## src/rtl/rsa_pkg.sv

```systemverilog
// Shared constants for the modular-exponentiation framer: FSM state codes
// and the operand/exponent width helpers.
package rsa_pkg;

    localparam logic [2:0] S_IDLE      = 3'd0;
    localparam logic [2:0] S_LOAD_BASE = 3'd1;
    localparam logic [2:0] S_LOAD_EXP  = 3'd2;
    localparam logic [2:0] S_LOAD_MOD  = 3'd3;
    localparam logic [2:0] S_SCAN      = 3'd4;
    localparam logic [2:0] S_ISSUE     = 3'd5;
    localparam logic [2:0] S_WAIT      = 3'd6;
    localparam logic [2:0] S_UNLOAD    = 3'd7;

    // Width in bits selected by an *_MSB parameter: 2**(msb+1).
    function automatic int width_of(input int msb);
        return 1 << (msb + 1);
    endfunction

    localparam int I_MSB_DEF = 3;
    localparam int J_MSB_DEF = 3;
    localparam int DW        = width_of(I_MSB_DEF);
    localparam int EW        = width_of(J_MSB_DEF);
    localparam int DW_BYTES  = DW / 8;

endpackage

```

## src/rtl/byte_shift_reg.sv

```systemverilog
// Byte-wide shift register: bytes enter at the top and walk toward byte 0,
// so an LSB-first stream ends up in natural order; byte 0 is the serial out.
module byte_shift_reg #(
    parameter int NBYTES = 2
) (
    input  logic                  clk,
    input  logic                  rst,
    input  logic                  load,
    input  logic [8*NBYTES-1:0]   load_data,
    input  logic                  shift,
    input  logic [7:0]            din,
    output logic [8*NBYTES-1:0]   q,
    output logic [8*NBYTES-1:0]   q_shift
);
    localparam int W = 8 * NBYTES;

    logic [W-1:0] data_q, data_d;

    generate
        if (NBYTES == 1) begin : g_one
            assign q_shift = din;
        end else begin : g_multi
            assign q_shift = {din, data_q[W-1:8]};
        end
    endgenerate

    always_comb begin
        data_d = data_q;
        if (load)       data_d = load_data;
        else if (shift) data_d = q_shift;
    end

    always_ff @(posedge clk or posedge rst) begin
        if (rst) data_q <= '0;
        else     data_q <= data_d;
    end

    assign q = data_q;

endmodule

```

## src/rtl/modexpt_frame.sv

```systemverilog
// Byte-stream framer around a toggle-handshake modular exponentiator:
// gathers base/exponent/modulus, finds the exponent MSB, issues, unloads.
module modexpt_frame
    import rsa_pkg::*;
#(
    parameter int I_MSB = 3,
    parameter int J_MSB = 3
) (
    input  logic                           clk,
    input  logic                           rst,
    input  logic                           enable,
    input  logic [7:0]                     in_data,
    input  logic                           in_valid,
    output logic                           in_ready,
    output logic [7:0]                     out_data,
    output logic                           out_valid,
    input  logic                           out_ready,
    output logic                           me_req,
    input  logic                           me_ack,
    output logic [width_of(I_MSB)-1:0]     me_base,
    output logic [width_of(J_MSB)-1:0]     me_exp,
    output logic [J_MSB+1:0]               me_exp_msb,
    output logic [width_of(I_MSB)-1:0]     me_mod,
    input  logic [width_of(I_MSB)-1:0]     me_result,
    output logic                           me_enable,
    output logic                           busy,
    output logic                           err
);
    localparam int OP_W = width_of(I_MSB);
    localparam int EX_W = width_of(J_MSB);
    localparam int OP_B = OP_W / 8;
    localparam int EX_B = EX_W / 8;
    localparam int AS_B = (OP_B > EX_B) ? OP_B : EX_B;
    localparam int AS_W = 8 * AS_B;
    localparam int CW   = $clog2(AS_B) + 1;
    localparam logic [CW-1:0] OP_LAST = CW'(OP_B - 1);
    localparam logic [CW-1:0] EX_LAST = CW'(EX_B - 1);

    logic [2:0]      state_q, state_d;
    logic [CW-1:0]   cnt_q, cnt_d;
    logic [J_MSB:0]  bit_q, bit_d;
    logic            req_q, req_d;
    logic            err_q, err_d;
    logic            ack_q;
    logic [OP_W-1:0] base_q, base_d, mod_q, mod_d;
    logic [EX_W-1:0] exp_q, exp_d;
    logic [J_MSB+1:0] msb_q, msb_d;

    logic            take, ack_rise, out_take;
    logic [AS_W-1:0] asm_q, asm_nxt;
    logic [OP_W-1:0] unl_q, unl_nxt;
    logic [OP_W-1:0] op_slice;
    logic [EX_W-1:0] ex_slice;
    logic            unused_bits;

    assign take     = in_valid & in_ready;
    assign ack_rise = me_ack & ~ack_q;
    assign out_take = out_valid & out_ready;

    // The assembler is as wide as the widest operand; the newest bytes sit at
    // the top, so each operand is the top slice of the post-shift value.
    assign op_slice = asm_nxt[AS_W-1 -: OP_W];
    assign ex_slice = asm_nxt[AS_W-1 -: EX_W];

    byte_shift_reg #(.NBYTES(AS_B)) u_asm (
        .clk       (clk),
        .rst       (rst),
        .load      (1'b0),
        .load_data ('0),
        .shift     (take),
        .din       (in_data),
        .q         (asm_q),
        .q_shift   (asm_nxt)
    );

    byte_shift_reg #(.NBYTES(OP_B)) u_unl (
        .clk       (clk),
        .rst       (rst),
        .load      ((state_q == S_WAIT) && ack_rise),
        .load_data (me_result),
        .shift     (out_take),
        .din       (8'h00),
        .q         (unl_q),
        .q_shift   (unl_nxt)
    );

    always_comb begin
        state_d = state_q;
        cnt_d   = cnt_q;
        bit_d   = bit_q;
        req_d   = req_q;
        err_d   = err_q;
        base_d  = base_q;
        exp_d   = exp_q;
        mod_d   = mod_q;
        msb_d   = msb_q;
        case (state_q)
            S_IDLE: begin
                cnt_d = '0;
                if (enable) state_d = S_LOAD_BASE;
            end
            S_LOAD_BASE: begin
                if (!enable) begin
                    state_d = S_IDLE;
                    cnt_d   = '0;
                end else if (take) begin
                    if (cnt_q == OP_LAST) begin
                        base_d  = op_slice;
                        cnt_d   = '0;
                        state_d = S_LOAD_EXP;
                    end else cnt_d = cnt_q + 1'b1;
                end
            end
            S_LOAD_EXP: begin
                if (!enable) begin
                    state_d = S_IDLE;
                    cnt_d   = '0;
                end else if (take) begin
                    if (cnt_q == EX_LAST) begin
                        exp_d   = ex_slice;
                        cnt_d   = '0;
                        state_d = S_LOAD_MOD;
                    end else cnt_d = cnt_q + 1'b1;
                end
            end
            S_LOAD_MOD: begin
                if (!enable) begin
                    state_d = S_IDLE;
                    cnt_d   = '0;
                end else if (take) begin
                    if (cnt_q == OP_LAST) begin
                        mod_d = op_slice;
                        cnt_d = '0;
                        bit_d = {(J_MSB+1){1'b1}};
                        // A zero modulus has no defined result: flag it and drop the job.
                        if (op_slice == '0) begin
                            err_d   = 1'b1;
                            state_d = S_IDLE;
                        end else state_d = S_SCAN;
                    end else cnt_d = cnt_q + 1'b1;
                end
            end
            S_SCAN: begin
                if (!enable) begin
                    state_d = S_IDLE;
                end else if (exp_q[bit_q] || (bit_q == '0)) begin
                    msb_d   = {1'b0, bit_q};
                    state_d = S_ISSUE;
                end else bit_d = bit_q - 1'b1;
            end
            S_ISSUE: begin
                req_d   = ~req_q;
                state_d = S_WAIT;
            end
            S_WAIT: begin
                if (ack_rise) begin
                    cnt_d   = '0;
                    state_d = S_UNLOAD;
                end
            end
            S_UNLOAD: begin
                if (out_ready) begin
                    if (cnt_q == OP_LAST) begin
                        cnt_d   = '0;
                        state_d = S_IDLE;
                    end else cnt_d = cnt_q + 1'b1;
                end
            end
            default: state_d = S_IDLE;
        endcase
    end

    always_ff @(posedge clk or posedge rst) begin
        if (rst) begin
            state_q <= S_IDLE;
            cnt_q   <= '0;
            bit_q   <= '0;
            req_q   <= 1'b0;
            err_q   <= 1'b0;
            ack_q   <= 1'b0;
            base_q  <= '0;
            exp_q   <= '0;
            mod_q   <= '0;
            msb_q   <= '0;
        end else begin
            state_q <= state_d;
            cnt_q   <= cnt_d;
            bit_q   <= bit_d;
            req_q   <= req_d;
            err_q   <= err_d;
            ack_q   <= me_ack;
            base_q  <= base_d;
            exp_q   <= exp_d;
            mod_q   <= mod_d;
            msb_q   <= msb_d;
        end
    end

    assign in_ready   = enable && ((state_q == S_LOAD_BASE) || (state_q == S_LOAD_EXP) ||
                                   (state_q == S_LOAD_MOD));
    assign out_valid  = (state_q == S_UNLOAD);
    assign out_data   = out_valid ? unl_q[7:0] : 8'h00;
    assign busy       = (state_q != S_IDLE);
    assign err        = err_q;
    assign me_req     = req_q;
    assign me_enable  = enable;
    assign me_base    = base_q;
    assign me_exp     = exp_q;
    assign me_mod     = mod_q;
    assign me_exp_msb = msb_q;

    assign unused_bits = ^{asm_q, unl_q, unl_nxt};

endmodule

```

## config.mk

```make
export PLATFORM = sky130hd
export DESIGN_NAME = modexpt_frame
export DESIGN_NICKNAME = d
export VERILOG_FILES = /design/src/rtl/rsa_pkg.sv /design/src/rtl/byte_shift_reg.sv /design/src/rtl/modexpt_frame.sv
export SDC_FILE = /design/constraint.sdc
export NUM_CORES = 1
export LEC_CHECK = 0
export BUFFER_PORTS_ARGS = -buffer_cell sky130_fd_sc_hd__buf_2
export CAP_MARGIN = 25
export CORE_MARGIN = 8
export CORE_UTILIZATION = 50
export CTS_CLUSTER_DIAMETER = 150
export DETAILED_ROUTE_END_ITERATION = 8
export PLACE_DENSITY = 0.84
export SLEW_MARGIN = 20
export SYNTH_ARGS = -nofsm -noshare
export SYNTH_HDL_FRONTEND = slang
export SYNTH_SLANG_ARGS = --single-unit
```

## constraint.sdc

```tcl
create_clock -name clk -period 3.27 [get_ports clk]
set_input_delay 0.654 -clock clk [delete_from_list [all_inputs] [get_ports clk]]
set_output_delay 0.654 -clock clk [all_outputs]
set_load 0.03 [all_outputs]
```

==> results.py <==
metrics = {
    "power": {
        "combPwrFrac": 0.402,
        "power_mw": 4.396,
        "p_int_mw": 2.543,
        "power.density_nw_per_um2": 943.4,
        "seqPwrFrac": 0.435,
        "irDropWorstVdd_v": 0.0005579,
        "leakage_nw": 2.356,
        "pwr-share-clk": 0.162,
        "switching_share": 0.4215,
        "switchingPower_mw": 1.853,
    },
    "global_route": {
        "grt_pass1_vias": 2926,
        "antenna_found_initial": 0,
        "grt_max_degree": 89,
        "grt.total_usage": 0.1655,
        "grt_pass1_wl_mm": 14.88,
        "gr-total-overflow": 0,
    },
    "timing": {
        "tns_ps": 0,
        "period_share": 0.8379,
        "setup_viol": 0,
        "relSlewSlack": 0.4903,
        "slew_violations": 0,
        "period_needed_ps": 2740,
        "hold-worst-slack_ps": 398.1,
        "skew_ps": 14.42,
        "fmax_mhz": 365.0,
        "tightest_slew_ps": 763.7,
        "hold_viol": 0,
        "rsz0062_at_grt": "no",
    },
    "detailed_routing": {
        "drt-pass1-iter-count": 4,
        "postRouteAntennaNets": 0,
        "totalWireLength_mm": 8.985,
        "vias": 2688,
        "drcViolationCount": 0,
        "drtIter0Drc": 153,
        "post_drt_via_cell_ratio": 5.365,
        "routedWlPerCell_microns": 17.93,
    },
    "logic_synthesis": {
        "syn_avg_cell_area_sq_um": 13.05,
        "yosys_warnings": 0,
        "ys.flop_type": "dfrtp_1",
        "syn_area_sq_um": 3940,
        "synth-edff-count": 0,
        "synth_cell_type_count": 48,
        "synthCells": 302,
        "async_flop_share": 1.000,
        "synth_nets": 334,
        "ys_seq_area_frac": 0.5589,
        "synth_top_area_share": 0.5589,
        "yosys-top-cells-area": "dfrtp_1 (56%), mux2_2 (17%), mux2i_1 (3.6%)",
        "ys_seq_elements": 88,
        "synth_largest_area_cell": "dfrtp_1",
    },
    "cells_and_area": {
        "fill_cells": 635,
        "stdcell_area_sq_um": 4659,
        "final_common_cell": "buf_2",
        "area_growth_pct": 18.26,
        "multi_input_area_sq_um": 1607,
        "nets": 426,
        "post-route-util": 0.6061,
        "drive_gt1_frac": 0.4612,
        "seqCellArea_sq_um": 2202,
        "diodes": 0,
        "mostFrequentLayoutCells": "buf_2 (95), dfrtp_1 (88), mux2_2 (61)",
    },
    "worst_setup_path": {
        "required_ps": 2620,
        "path_class": "reg -> out",
        "critPathLaunchType": "flop",
        "rrSetupSlack_ps": 920,
        "cpMaxStageDelayCell": "dfrtp_1",
        "crit_fanout": 15,
        "end_kind": "output pin",
        "crit_chain": "inv_1 > nor2_1 > and2_1 > buf_2",
        "r2r-start": "state_q[0]",
        "worst-path-buf-inv": 2,
        "worstPathArrival_ps": 2090,
        "r2r_end": "me_base[13]",
        "crit_family": "simple AND/OR/NAND/NOR gates",
        "cpPeakStageDelay_ps": 650,
        "r2r_cells": 5,
    },
    "die": {
        "die_y_microns": 104.8,
        "die_area_sq_um": 10980,
        "pin_count": 97,
        "start_util": 0.5125,
        "rows": 32,
        "coreArea_sq_um": 7687,
        "die-width_microns": 104.8,
    },
    "clocking": {
        "tritoncts": "yes",
        "clockRootBuffer": "clkbuf_8",
        "numCtsBuffers": 9,
        "post_cts_buffers": 0,
        "cts.clk_slew.worst_paths_ps": 90,
        "holdBufCountCts": 0,
        "cts_resized": 0,
        "cts_num_sinks": 88,
        "htreeDepth": 3,
        "clk_latency_ps": 350,
        "cts_buffer_depth": 2,
    },
    "place": {
        "portBuffers": 95,
        "hpwl_mm": 6.492,
        "place.gp.congestion": 0.8397,
        "place_area_sq_um": 4471,
    },
    "flow_run": {
        "max_cap_viol_count": 0,
    },
    "hold_path": {
        "min_path_type": "in -> async",
    },
    "status": {
        "status": "finished, final reports clean",
    },
}
-- through the flow --
| stage | instances | worst slack [ps] |
|---|---|---|
| after floorplan | 302 | 337.4 |
| after global placement | 485 | 777.3 |
| after detailed placement | 485 | 723.1 |
| after CTS | 501 | 550.4 |
| after global routing | 501 | 364.3 |
| final | 501 | 530.0 |
-- cells by family after synthesis --
logic type                 share of synthesized area
xor gates and xnor gates                    0.002223
other                                      0.0009518
and+or+nand+nor                              0.09146
adders and majority gates                   0.006350
AOI/OAI and AO/OA                            0.07876
buffers and inverters                        0.03334
DFF                                           0.5589
muxes                                         0.2280
-- power by group through the flow --
stage | clock (mW) | combinational, mW | sequential (mW)
global placement | 0 | 1.74 | 1.91
detailed placement | 0 | 1.79 | 1.93
global route | 0.764 | 1.91 | 1.98
CTS | 0.736 | 1.80 | 1.91
floorplan | 0 | 0.930 | 2.24
finish | 0.714 | 1.77 | 1.91
-- final cells by class --
| class | count | share of cell area |
|---|---|---|
| clock buffers | 12 | 0.03330 |
| clock inverters | 4 | 0.007250 |
| inverters | 6 | 0.005102 |
| multi-input cells | 191 | 0.3448 |
| flip-flops and latches | 88 | 0.4726 |
| well taps | 102 | 0.02739 |
| repair buffers | 98 | 0.1096 |
-- worst max-delay path by stage --
stage | cells after the start | from | slack (ps) | end
detailed placement | 6 | enable | 720 | me_base[13]
finish | 4 | state_q[0] | 530 | out_data[3]
floorplan | 1 | rst | 340 | ack_q
CTS | 4 | state_q[0] | 550 | out_data[4]
global route | 4 | state_q[0] | 360 | out_data[4]
global placement | 6 | enable | 780 | me_base[2]
-- cells in the mapped netlist (2+ instances only) --
| cell | count |
|---|---|
| buf_2 | 5 |
| and2_1 | 8 |
| mux2_2 | 61 |
| nand4_1 | 3 |
| and2b_1 | 2 |
| clkbuf_1 | 3 |
| a211oi_1 | 2 |
| nor2_4 | 2 |
| a21oi_1 | 4 |
| inv_1 | 6 |
| a22o_1 | 9 |
| nand2_1 | 15 |
| buf_4 | 6 |
| a211o_1 | 2 |
| nand2b_1 | 5 |
| a31oi_1 | 2 |
| dfrtp_1 | 88 |
| nor2_1 | 11 |
| ha_1 | 2 |
| o31ai_1 | 4 |
| a22oi_1 | 2 |
| mux2i_1 | 14 |
| nor3_1 | 3 |
| nor2b_1 | 2 |
| nor4_1 | 5 |
| o21ai_0 | 13 |
| buf_6 | 2 |
-- worst min-delay path: stages --
cell      delay (ps)
buf_2            100
clkinv_2          50
buf_12           370
-- registers in the layout (all words and copies together) (netlist names) --
register / count
bit_q: 4
me_exp: 16
me_exp_msb: 4
me_base: 16
ack_q: 1
cnt_q: 2
me_mod: 16
u_unl.q: 16
err: 1
state_q: 3
me_req: 1
u_asm.q: 8
-- layer usage --
layer,global-route usage,share of wire
met1,0.2045,0.45
met2,0.2679,0.48
met3,0.04238,0.053
met4,0.07339,0.019
met5,0,0
(Power assumes the default switching activity.)
